`config.mk`:
```
export PLATFORM = sky130hd
export DESIGN_NAME = seg_capture
export DESIGN_NICKNAME = d
export VERILOG_FILES = /design/src/rtl/seg_pkg.sv /design/src/rtl/seg_decode.sv /design/src/rtl/seg_capture.sv
export SDC_FILE = /design/constraint.sdc
export NUM_CORES = 1
export LEC_CHECK = 0
export CORE_MARGIN = 1
export CORE_UTILIZATION = 59
export CTS_BUF_LIST = sky130_fd_sc_hd__clkbuf_4 sky130_fd_sc_hd__clkbuf_8 sky130_fd_sc_hd__clkbuf_16
export CTS_CLUSTER_SIZE = 20
export DETAILED_ROUTE_END_ITERATION = 8
export PLACE_DENSITY = 0.79
export SLEW_MARGIN = 10
export SYNTH_ARGS = -nofsm -noshare
export SYNTH_HDL_FRONTEND = slang
export SYNTH_HIERARCHICAL = 1
export SYNTH_SLANG_ARGS = --single-unit
```
`constraint.sdc`:
```
create_clock -name CLK -period 3 [get_ports CLK]
set_input_delay 0.45 -clock CLK [delete_from_list [all_inputs] [get_ports CLK]]
set_output_delay 0.45 -clock CLK [all_outputs]
set_load 0.02 [all_outputs]
```
`src/rtl/seg_pkg.sv`:
```
// rtl/seg_pkg.sv - shared seven-segment encodings and capture FSM types
//
// Shared between the display driver and seg_capture so both ends agree on
// one anode/cathode table.
//   DIG0_N..DIG3_N : active-low one-hot anode patterns, digit 0 = MSB nibble
//   SEG_0..SEG_9   : active-low cathode patterns, bit order {g,f,e,d,c,b,a}
//   frame_state_t  : capture frame FSM states
//   anode_decode() : one-hot-low anode pattern to {ok, index}
package seg_pkg;

  localparam logic [3:0] DIG0_N = 4'b0111;
  localparam logic [3:0] DIG1_N = 4'b1011;
  localparam logic [3:0] DIG2_N = 4'b1101;
  localparam logic [3:0] DIG3_N = 4'b1110;

  localparam logic [6:0] SEG_0 = 7'b1000000;
  localparam logic [6:0] SEG_1 = 7'b1111001;
  localparam logic [6:0] SEG_2 = 7'b0100100;
  localparam logic [6:0] SEG_3 = 7'b0110000;
  localparam logic [6:0] SEG_4 = 7'b0011001;
  localparam logic [6:0] SEG_5 = 7'b0010010;
  localparam logic [6:0] SEG_6 = 7'b0000010;
  localparam logic [6:0] SEG_7 = 7'b1111000;
  localparam logic [6:0] SEG_8 = 7'b0000000;
  localparam logic [6:0] SEG_9 = 7'b0010000;

  localparam logic [6:0] SEG_TABLE [10] = '{
    SEG_0, SEG_1, SEG_2, SEG_3, SEG_4,
    SEG_5, SEG_6, SEG_7, SEG_8, SEG_9
  };

  // Nibble reported for any cathode pattern outside the table
  localparam logic [3:0] NIBBLE_ILLEGAL = 4'hF;

  typedef enum logic {
    ST_SEEK    = 1'b0,
    ST_COLLECT = 1'b1
  } frame_state_t;

  typedef struct packed {
    logic       ok;
    logic [1:0] idx;
  } anode_t;

  // Blank (1111), all-on (0000) and multi-low patterns report ok = 0
  function automatic anode_t anode_decode(input logic [3:0] an);
    anode_t r;
    r.ok  = 1'b1;
    r.idx = 2'd0;
    case (an)
      DIG0_N:  r.idx = 2'd0;
      DIG1_N:  r.idx = 2'd1;
      DIG2_N:  r.idx = 2'd2;
      DIG3_N:  r.idx = 2'd3;
      default: r.ok  = 1'b0;
    endcase
    return r;
  endfunction

endpackage

```
`src/rtl/seg_decode.sv`:
```
// rtl/seg_decode.sv - seven-segment cathode pattern to BCD nibble decoder
//
// Purely combinational.
//   pattern : active-low cathodes {g,f,e,d,c,b,a}
//   legal   : 1 when pattern is one of the ten digit glyphs
//   nibble  : decoded digit 0..9, or 4'hF when not legal
module seg_decode
  import seg_pkg::*;
(
  input  logic [6:0] pattern,
  output logic       legal,
  output logic [3:0] nibble
);

  always_comb begin
    legal  = 1'b0;
    nibble = NIBBLE_ILLEGAL;
    for (int i = 0; i < 10; i++) begin
      if (pattern == SEG_TABLE[i]) begin
        legal  = 1'b1;
        nibble = 4'(i);
      end
    end
  end

endmodule

```
`src/rtl/seg_capture.sv`:
```
// rtl/seg_capture.sv - multiplexed seven-segment display capture and frame rebuild
//
// Watches the anode/cathode lines of a scanned four-digit display, waits for
// each digit to settle, decodes it and assembles digits 0..3 in scan order
// into a 16-bit BCD frame.
//   CLK       : system clock
//   reset_n   : asynchronous active-low reset
//   digits    : active-low one-hot anode lines (0111 = digit 0)
//   segments  : active-low cathode lines {g,f,e,d,c,b,a}
//   value     : last published frame, digit 0 in [15:12]
//   valid     : one-cycle pulse when value/frame_err update
//   frame_err : published frame contained an illegal glyph
//   stale     : no digit accepted for TIMEOUT_CYCLES
// Build option SEG_CAPTURE_CONFIRM_EN: publish a frame only when it equals
// the immediately preceding completed frame (value and error flag).
module seg_capture
  import seg_pkg::*;
#(
  parameter int unsigned SETTLE_CYCLES  = 16,
  parameter int unsigned TIMEOUT_CYCLES = 2_000_000
) (
  input  logic        CLK,
  input  logic        reset_n,
  input  logic [3:0]  digits,
  input  logic [6:0]  segments,
  output logic [15:0] value,
  output logic        valid,
  output logic        frame_err,
  output logic        stale
);

  // The accept event fires on the cycle the counter would step from
  // SETTLE_CYCLES-1 to SETTLE_CYCLES; the counter then parks at SETTLE_CYCLES.
  localparam logic [7:0]  SETTLE_LAST = 8'(SETTLE_CYCLES - 1);
  localparam logic [7:0]  SETTLE_MAX  = 8'(SETTLE_CYCLES);
  localparam logic [31:0] WD_MAX      = 32'(TIMEOUT_CYCLES);

  // ---------------------------------------------------------------------
  // Input synchronizers and previous-cycle copy for change detection
  // ---------------------------------------------------------------------
  logic [3:0] dig_meta, dig_sync, dig_prev;
  logic [6:0] seg_meta, seg_sync, seg_prev;
  logic [7:0] settle_cnt;
  logic       pair_changed;
  logic       accept;
  anode_t     anode;

  assign anode        = anode_decode(dig_sync);
  assign pair_changed = (dig_sync != dig_prev) || (seg_sync != seg_prev);
  assign accept       = anode.ok && !pair_changed && (settle_cnt == SETTLE_LAST);

  always_ff @(posedge CLK or negedge reset_n) begin
    if (!reset_n) begin
      dig_meta   <= '0;
      dig_sync   <= '0;
      dig_prev   <= '0;
      seg_meta   <= '0;
      seg_sync   <= '0;
      seg_prev   <= '0;
      settle_cnt <= '0;
    end else begin
      dig_meta <= digits;
      dig_sync <= dig_meta;
      dig_prev <= dig_sync;
      seg_meta <= segments;
      seg_sync <= seg_meta;
      seg_prev <= seg_sync;
      // Non-digit anode states pin the counter at zero so blanking between
      // digits can never produce an accept.
      if (pair_changed || !anode.ok) begin
        settle_cnt <= '0;
      end else if (settle_cnt != SETTLE_MAX) begin
        settle_cnt <= settle_cnt + 8'd1;
      end
    end
  end

  // ---------------------------------------------------------------------
  // Watchdog: stale tracks wd_cnt == WD_MAX as a registered flag
  // ---------------------------------------------------------------------
  logic [31:0] wd_cnt;
  logic [31:0] wd_next;

  always_comb begin
    wd_next = wd_cnt;
    if (accept) begin
      wd_next = '0;
    end else if (wd_cnt != WD_MAX) begin
      wd_next = wd_cnt + 32'd1;
    end
  end

  always_ff @(posedge CLK or negedge reset_n) begin
    if (!reset_n) begin
      wd_cnt <= '0;
      stale  <= 1'b0;
    end else begin
      wd_cnt <= wd_next;
      stale  <= (wd_next == WD_MAX);
    end
  end

  // ---------------------------------------------------------------------
  // Glyph decode of the synchronized cathodes
  // ---------------------------------------------------------------------
  logic       dec_legal;
  logic [3:0] dec_nibble;

  seg_decode u_decode (
    .pattern (seg_sync),
    .legal   (dec_legal),
    .nibble  (dec_nibble)
  );

  // ---------------------------------------------------------------------
  // Frame assembly
  // ---------------------------------------------------------------------
  frame_state_t state;
  logic [1:0]   exp_idx;
  logic [15:0]  frame_buf;
  logic         err_acc;
  logic [15:0]  done_value;
  logic         done_err;
  logic         publish_ok;

  // Frame as it stands once the digit-3 glyph currently being accepted lands
  assign done_value = {frame_buf[15:4], dec_nibble};
  assign done_err   = err_acc | ~dec_legal;

`ifdef SEG_CAPTURE_CONFIRM_EN
  logic        shadow_ok;
  logic [15:0] shadow_value;
  logic        shadow_err;

  assign publish_ok = shadow_ok && (shadow_value == done_value) && (shadow_err == done_err);
`else
  assign publish_ok = 1'b1;
`endif

  always_ff @(posedge CLK or negedge reset_n) begin
    if (!reset_n) begin
      state     <= ST_SEEK;
      exp_idx   <= 2'd0;
      frame_buf <= '0;
      err_acc   <= 1'b0;
      value     <= '0;
      frame_err <= 1'b0;
      valid     <= 1'b0;
`ifdef SEG_CAPTURE_CONFIRM_EN
      shadow_ok    <= 1'b0;
      shadow_value <= '0;
      shadow_err   <= 1'b0;
`endif
    end else begin
      valid <= 1'b0;
      if (accept) begin
        case (state)
          ST_SEEK: begin
            if (anode.idx == 2'd0) begin
              frame_buf[15:12] <= dec_nibble;
              err_acc          <= ~dec_legal;
              exp_idx          <= 2'd1;
              state            <= ST_COLLECT;
            end
          end
          ST_COLLECT: begin
            if (anode.idx == exp_idx) begin
              case (exp_idx)
                2'd1:    frame_buf[11:8] <= dec_nibble;
                2'd2:    frame_buf[7:4]  <= dec_nibble;
                default: frame_buf[3:0]  <= dec_nibble;
              endcase
              err_acc <= done_err;
              if (exp_idx == 2'd3) begin
                state <= ST_SEEK;
                if (publish_ok) begin
                  value     <= done_value;
                  frame_err <= done_err;
                  valid     <= 1'b1;
                end
`ifdef SEG_CAPTURE_CONFIRM_EN
                shadow_ok    <= 1'b1;
                shadow_value <= done_value;
                shadow_err   <= done_err;
`endif
              end else begin
                exp_idx <= exp_idx + 2'd1;
              end
            end else if (anode.idx == 2'd0) begin
              // Digit 0 seen early: the scan restarted, begin a fresh frame
              frame_buf[15:12] <= dec_nibble;
              err_acc          <= ~dec_legal;
              exp_idx          <= 2'd1;
            end else begin
              // Skipped or reordered digit: the frame cannot be trusted
              state <= ST_SEEK;
`ifdef SEG_CAPTURE_CONFIRM_EN
              shadow_ok <= 1'b0;
`endif
            end
          end
          default: state <= ST_SEEK;
        endcase
      end
    end
  end

endmodule

```
==> results of run 1 <==
## layer usage
layer	GRT usage (%)	up-vias
li1	-	1690
met1	33.1	1771
met2	36.7	110
met3	4.75	17
met4	6.69	0
met5	0	-
## state kept, by name, summed over array words and instances, names as in the netlist, 7 cells and up
name,count
frame_buf,12
wd_cnt,32
value,16
seg_meta,7
settle_cnt,8
seg_sync,7
seg_prev,7
## cell families after synthesis
group	after synthesis	synth area share (%)
and+or+nand+nor	183	20.4
DFF	108	53.4
xor gates and xnor gates	55	9.51
AOI/OAI and AO/OA	40	5.09
buffers and inverters	36	3.04
muxes	31	6.87
adders and majority gates	7	1.73
## synth_stat cells, drive strengths merged, types with 3 or more instances
master  count  area share [%]
a21oi      13             1.3
or4         3            0.44
nand4      14             1.9
clkbuf      7            0.52
nor4       14             2.7
nand3      21             2.2
inv        16             1.2
nor3       16             1.9
or3b        3            0.52
and3        8            0.99
nor2       50             3.7
nor4b       3            0.52
mux2       30             6.7
buf        13             1.3
ha          7             1.7
nor2b       3            0.37
nand2      29             2.1
xnor2      22             3.8
xor2       33             5.7
o21ai      10            0.99
and4        5            0.86
or3         5            0.72
dfrtp     108              53
## final cells by class
class	count	area (um2)	area share, %
clock inverters	7	88.8	1.54
clock buffers	9	124	2.14
multi-input cells	316	2230	38.6
well taps	105	131	2.27
inverters	16	60.1	1.04
repair buffers	47	440	7.61
flip-flops and latches	108	2710	46.8
## timing repair
action,4_1_cts,5_1_grt
setup endpoints to repair,0,1
buffers inserted,0,1
endpoints found under the hold margin,0,0
gates resized for setup,0,10
## final timing paths
check / end / slack (ns) / cells past startpoint
worst max-delay path: stale / 0.18 / 7
worst min-delay path: settle_cnt[7] / 0.07 / 1
worst max register to register: stale / 0.18 / 7
worst min register to register: seg_sync[2] / 0.36 / 0
max in group asynchronous: wd_cnt[29] / 2.20 / 2
min in group CLK: seg_sync[2] / 0.36 / 0
## power by group through the flow
stage | Combinational, mW | Sequential, mW | Clock, mW
after floorplan | 0.0418 | 1.52 | 0
after detailed placement | 0.0906 | 1.53 | 0
after global routing | 0.102 | 1.50 | 1.00
after CTS | 0.0907 | 1.50 | 0.937
after global placement | 0.0876 | 1.53 | 0
final | 0.0888 | 1.50 | 0.909
## worst max-delay path, delay by kind of cell (launching register included)
kind / cells / cell delay, ns
AOI/OAI and AO/OA: 2 / 0.47
and+or+nand+nor: 5 / 1.78
DFF: 1 / 0.50
## stage by stage
step                      std cells  util [%]  hold WS (ns)  cell area, um2  worst slack (ns)
after floorplan                 460         -         0.154            5060             0.280
after global placement          591      67.0         0.332            5530             0.240
after detailed placement        591      67.0         0.335            5530             0.159
after CTS                       607      69.6        0.0872            5750             0.108
after global routing            608      70.0         0.112            5780            0.0121
final                           608      70.0        0.0685            5780             0.177
==> reports/summary.txt, run 1 <==
=======================================================================================
Area of the core                                                               8260 um2
Initial core utilization                                                          61.3%
P&R area growth vs syn                                                            14.2%
Share of the clock period used by the worst path                                  94.1%
Routed wl met2                                                                  4.59 mm
Floorplan die width                                                             94.6 um
Clock tree buffer depth                                                               2
Skew final                                                                    0.0112 ns
Number of endpoints failing setup at the final stage                                  0
First-pass detailed-route iteration total                                             5
Headroom to the max-slew limit                                                    43.7%
Critical path fanouts, max                                                           10
Total number of vias                                                              3,588
Proportion of power drawn by the clock network                                    36.4%
Number of violations reported at the end of detailed-routing iteration 0            189
Final max-slew violation count                                                        0
Number of vias per cell after detailed routing                                     5.90
Setup tns final                                                                    0 ns
Worst-Margin Slew                                                              0.845 ns
Fmax                                                                            354 MHz
Lkg Pwr                                                                         2.54 nW
Arrival time at the worst endpoint                                              3.11 ns
# nets final                                                                        518
Sw frac                                                                           25.6%
CTS HTree Levels                                                                      3
Number of sinks driven by the clock tree                                            108
Number of hold buffers added after CTS                                                0
Layout cell share with drive strength beyond 1                                    17.1%
Port bufs                                                                            31
Unique cell type count in the Yosys netlist                                          54
TritonCTS clock tree                                                              built
Netlist Area Pre-Place                                                         5060 um2
Run status                                                                    completed
Mean Syn Cell Area                                                             11.0 um2
Part of the Yosys area used for sequential elements                               53.4%
Critical path capture point type                                                   flop
Fraction of power consumed by sequential logic                                    60.1%
Fill cell instance count of the final layout                                        597
Die footprint                                                                  8960 um2
Setup repair after global routing missed its margin                               false
Worst-case vdd ir drop                                                         0.307 mV
Final number of hold-violating endpoints                                              0
Total power                                                                     2.50 mW
Vertical die dimension                                                          94.6 um
Weighted congestion reported at the end of routability-driven placement           0.958
Commonest non-fill, non-tap cell in the layout                             sky130_fd_sc_hd__dfrtp_1
Clock insertion delay at the later pin of the skew report                       0.37 ns
Combinational cell fraction of total power                                         3.6%
N_diodes                                                                              0
Uppermost signal routing layer after detailed routing                              met4
Critical-path cell with the highest stage delay                            sky130_fd_sc_hd__or4_1
Largest incremental delay on the critical path                                  0.54 ns
Met3 routed wirelength                                                           502 um
First-pass GRT wire length                                                      16.2 mm
Max Cap Viol                                                                          0
Sum of routed wire length over all layers                                       9.61 mm
Ratio of total power to cell area                                            432 nW/um2
Detailed-route DRC error count                                                        0
Standard-cell row count                                                              33
Cell chain of the critical path                                            and4_1, and3_2, a2111oi_1, a31oi_1, or4_1, or4_1, nor4_2
Number of clock buffers inserted by TritonCTS                                         9
Kind of critical path                                                      flop to flop
Switching power of the nets                                                    0.640 mW
Total grt overflow                                                                    0
Initial antenna violation count                                                       0
Count of pins on the block boundary                                                  32
Clock Tree Root                                                            sky130_fd_sc_hd__clkbuf_8
Required time of the worst setup path                                           3.29 ns
Synth Net Count                                                                     480
Number of global-route vias before repair                                         3,421
Post-detail-place hpwl                                                          6.78 mm
Worst hold path type                                                       input pin to async pin
Total number of yosys warnings                                                        6
Element type at the critical path start                                            flop
Crit Reg-Reg Startpoint                                                       wd_cnt[2]
Proportion of synthesized flip-flops having asynchronous set or reset              100%
Sum of routed wire segments on met1                                             4.36 mm
Clock Pin Slew Worst Setup and Hold Paths                                       0.12 ns
Number of flip-flops and latches in the synthesized netlist                         108
Largest net degree at the start of global routing                                    59
Shortest period the worst path allows                                           2.82 ns
Top_reg_cell synth                                                         sky130_fd_sc_hd__dfrtp_1
Mapped Cells                                                                        460
Setup crit start                                                              wd_cnt[2]
Overall fraction of global-route tracks in use                                    23.4%
Most frequent cells in the layout                                          sky130_fd_sc_hd__dfrtp_1 (104), sky130_fd_sc_hd__nor2_1 (50), sky130_fd_sc_hd__xor2_1 (33)
Cell-internal power                                                             1.86 mW
Count of antenna-violating nets left after detailed routing                           0
DR WL/cell                                                                      15.8 um
Post-synth EDFFs                                                                      0
CP most frequent cell                                                      sky130_fd_sc_hd__or4_1
=======================================================================================
(Power assumes the default switching activity.)
==> run 2: changes to the inputs <==
- CORE_MARGIN: 1 -> 4
- clock period: 3 -> 3.15 ns (I/O delays scaled with it)
==> run 2 against run 1 <==
Net effect: die area grew 13%; largest cell class unchanged; setup slack lost 0.019 ns; largest power group unchanged; design area shrank 1.6%; highest routed layer unchanged; critical path type unchanged; global-route usage shrank 3.8 points; register-to-register slack lost 0.02 ns; clock skew shrank 0.00081 ns.
==> reports/summary.txt, run 2 (synthesis results as in run 1) <==
=======================================================================================
Number of violations reported at the end of detailed-routing iteration 0            205
Setup repair after global routing missed its margin                               false
Vertical die dimension                                                           101 um
Depth of the most critical reg-to-reg path                                            8
Fill cell instance count of the final layout                                        611
Weighted congestion reported at the end of routability-driven placement           0.916
Max Cap Viol                                                                          0
Total number of vias                                                              3,475
Largest regs                                                               wd_cnt (32), value (16), frame_buf (12)
Number of hold buffers added after CTS                                                0
Final number of hold-violating endpoints                                              0
Worst-case vdd ir drop                                                         0.242 mV
Fmax                                                                            334 MHz
Headroom to the max-slew limit                                                    50.1%
Commonest non-fill, non-tap cell in the layout                             sky130_fd_sc_hd__dfrtp_1
TritonCTS clock tree                                                              built
Critical path capture point type                                                   flop
Shortest period the worst path allows                                           2.99 ns
Sum of routed wire length over all layers                                       9.34 mm
Initial antenna violation count                                                       0
Initial core utilization                                                          61.0%
Critical path fanouts, max                                                            8
First-pass detailed-route iteration total                                             6
Required time of the worst setup path                                           3.42 ns
Largest net degree at the start of global routing                                    59
Floorplan die width                                                              101 um
Count of antenna-violating nets left after detailed routing                           0
Clock Pin Slew Worst Setup and Hold Paths                                       0.11 ns
N_diodes                                                                              0
Number of endpoints failing setup at the final stage                                  0
Area used by sequential logic in the layout                                    2710 um2
Layout cell share with drive strength beyond 1                                    15.0%
# nets final                                                                        509
Total power                                                                     2.34 mW
Number of sinks driven by the clock tree                                            108
Worst hold path type                                                       input pin to async pin
Number of global-route vias before repair                                         3,311
Die footprint                                                                10,100 um2
Port bufs                                                                            31
Combined area of the multi-input logic cells                                   2210 um2
P&R area growth vs syn                                                            12.4%
Detailed-route DRC error count                                                        0
Kind of critical path                                                      flop to flop
DR WL/cell                                                                      15.6 um
Number of instances in the placed design                                            582
Arrival time at the worst endpoint                                              3.26 ns
Number of standard cells in the layout, taps in and fillers out                     599
Count of pins on the block boundary                                                  32
Overall fraction of global-route tracks in use                                    19.6%
Number of clock buffers inserted by TritonCTS                                         9
Element type at the critical path start                                            flop
Most frequent cells in the layout                                          sky130_fd_sc_hd__dfrtp_1 (106), sky130_fd_sc_hd__nor2_1 (50), sky130_fd_sc_hd__xor2_1 (33)
Setup tns final                                                                    0 ns
Post-detail-place hpwl                                                          6.66 mm
Final max-slew violation count                                                        0
Number of flip-flops in the largest register                                         32
Largest register by flop count                                                   wd_cnt
Clock Tree Root                                                            sky130_fd_sc_hd__clkbuf_8
Worst-Margin Slew                                                              0.749 ns
Share of the clock period used by the worst path                                  95.0%
CTS HTree Levels                                                                      3
Total grt overflow                                                                    0
Post-route core utilization                                                       68.6%
First-pass GRT wire length                                                      15.9 mm
Lkg Pwr                                                                         2.49 nW
Standard-cell row count                                                              33
Run status                                                                    completed
Area of the core                                                               8300 um2
Clock insertion delay at the later pin of the skew report                       0.36 ns
Skew final                                                                    0.0104 ns
Clock tree buffer depth                                                               2
Ratio of total power to cell area                                            411 nW/um2
Number of vias per cell after detailed routing                                     5.80
=======================================================================================
## run 2: cell count changes in the layout (fill, tap and decap cells not counted), sizes merged
cell | before | now
buf | 17 | 8
clkinv | 3 | 5
inv | 20 | 18
## run 2: area by class of cell
cell class | count | area share [%]
clock buffer | 9 | 2.18
clock inverter | 7 | 1.47
inverter | 16 | 1.06
multi-input combinational | 316 | 38.9
sequential | 108 | 47.5
tap | 105 | 2.31
timing repair buffer | 38 | 6.55
## run 2: repair_timing
action	in CTS	in global routing
endpoints found under the hold margin	0	0
gates resized for setup	0	5
buffers inserted	0	1
endpoints found under the setup margin	0	1
## run 2: worst max-delay path, stage by stage (launching register included)
cell and delay (ns):
sky130_fd_sc_hd__dfrtp_2 0.45, sky130_fd_sc_hd__ha_2 0.24, sky130_fd_sc_hd__nand3_1 0.17, sky130_fd_sc_hd__nor3_4 0.40
sky130_fd_sc_hd__nand2_1 0.11, sky130_fd_sc_hd__xor2_1 0.16, sky130_fd_sc_hd__or4_1 0.57, sky130_fd_sc_hd__or4_1 0.55
sky130_fd_sc_hd__nor4_2 0.24
## run 2: report_power, final
| part | internal [mW] | switching, mW | leakage, nW |
|---|---|---|---|
| Combinational | 0.0359 | 0.0478 | 0.966 |
| Sequential | 1.41 | 0.0229 | 1.42 |
| Clock | 0.316 | 0.507 | 0.103 |
## run 2: through the flow
| step | instance area, um2 | hold slack, ns | worst slack (ns) |
|---|---|---|---|
| 3_3_place_gp | 5470 | 0.332 | 0.329 |
| 4_1_cts | 5670 | 0.132 | 0.112 |
| 3_5_place_dp | 5470 | 0.335 | 0.151 |
| 2_1_floorplan | 5060 | 0.177 | 0.430 |
| 6_report | 5690 | 0.116 | 0.158 |
| 5_1_grt | 5690 | 0.149 | 0.00560 |
## run 2: routing by layer
metal	global-route usage (%)	wire, um	part of all wire [%]
met5	0	0	0
met4	3.73	85	0.91
met3	4.91	584	6.3
met2	30.6	4320	46
met1	28.3	4360	47
## run 2: final timing paths
path                        startpoint             to  slack [ns]
setup / recovery             wd_cnt[1]          stale        0.16
hold / removal                 reset_n  settle_cnt[6]        0.12
setup reg to reg             wd_cnt[1]          stale        0.16
hold reg to reg            dig_meta[0]    dig_sync[0]        0.36
max in group asynchronous      reset_n     wd_cnt[15]        2.33
min in group CLK           dig_meta[0]    dig_sync[0]        0.36
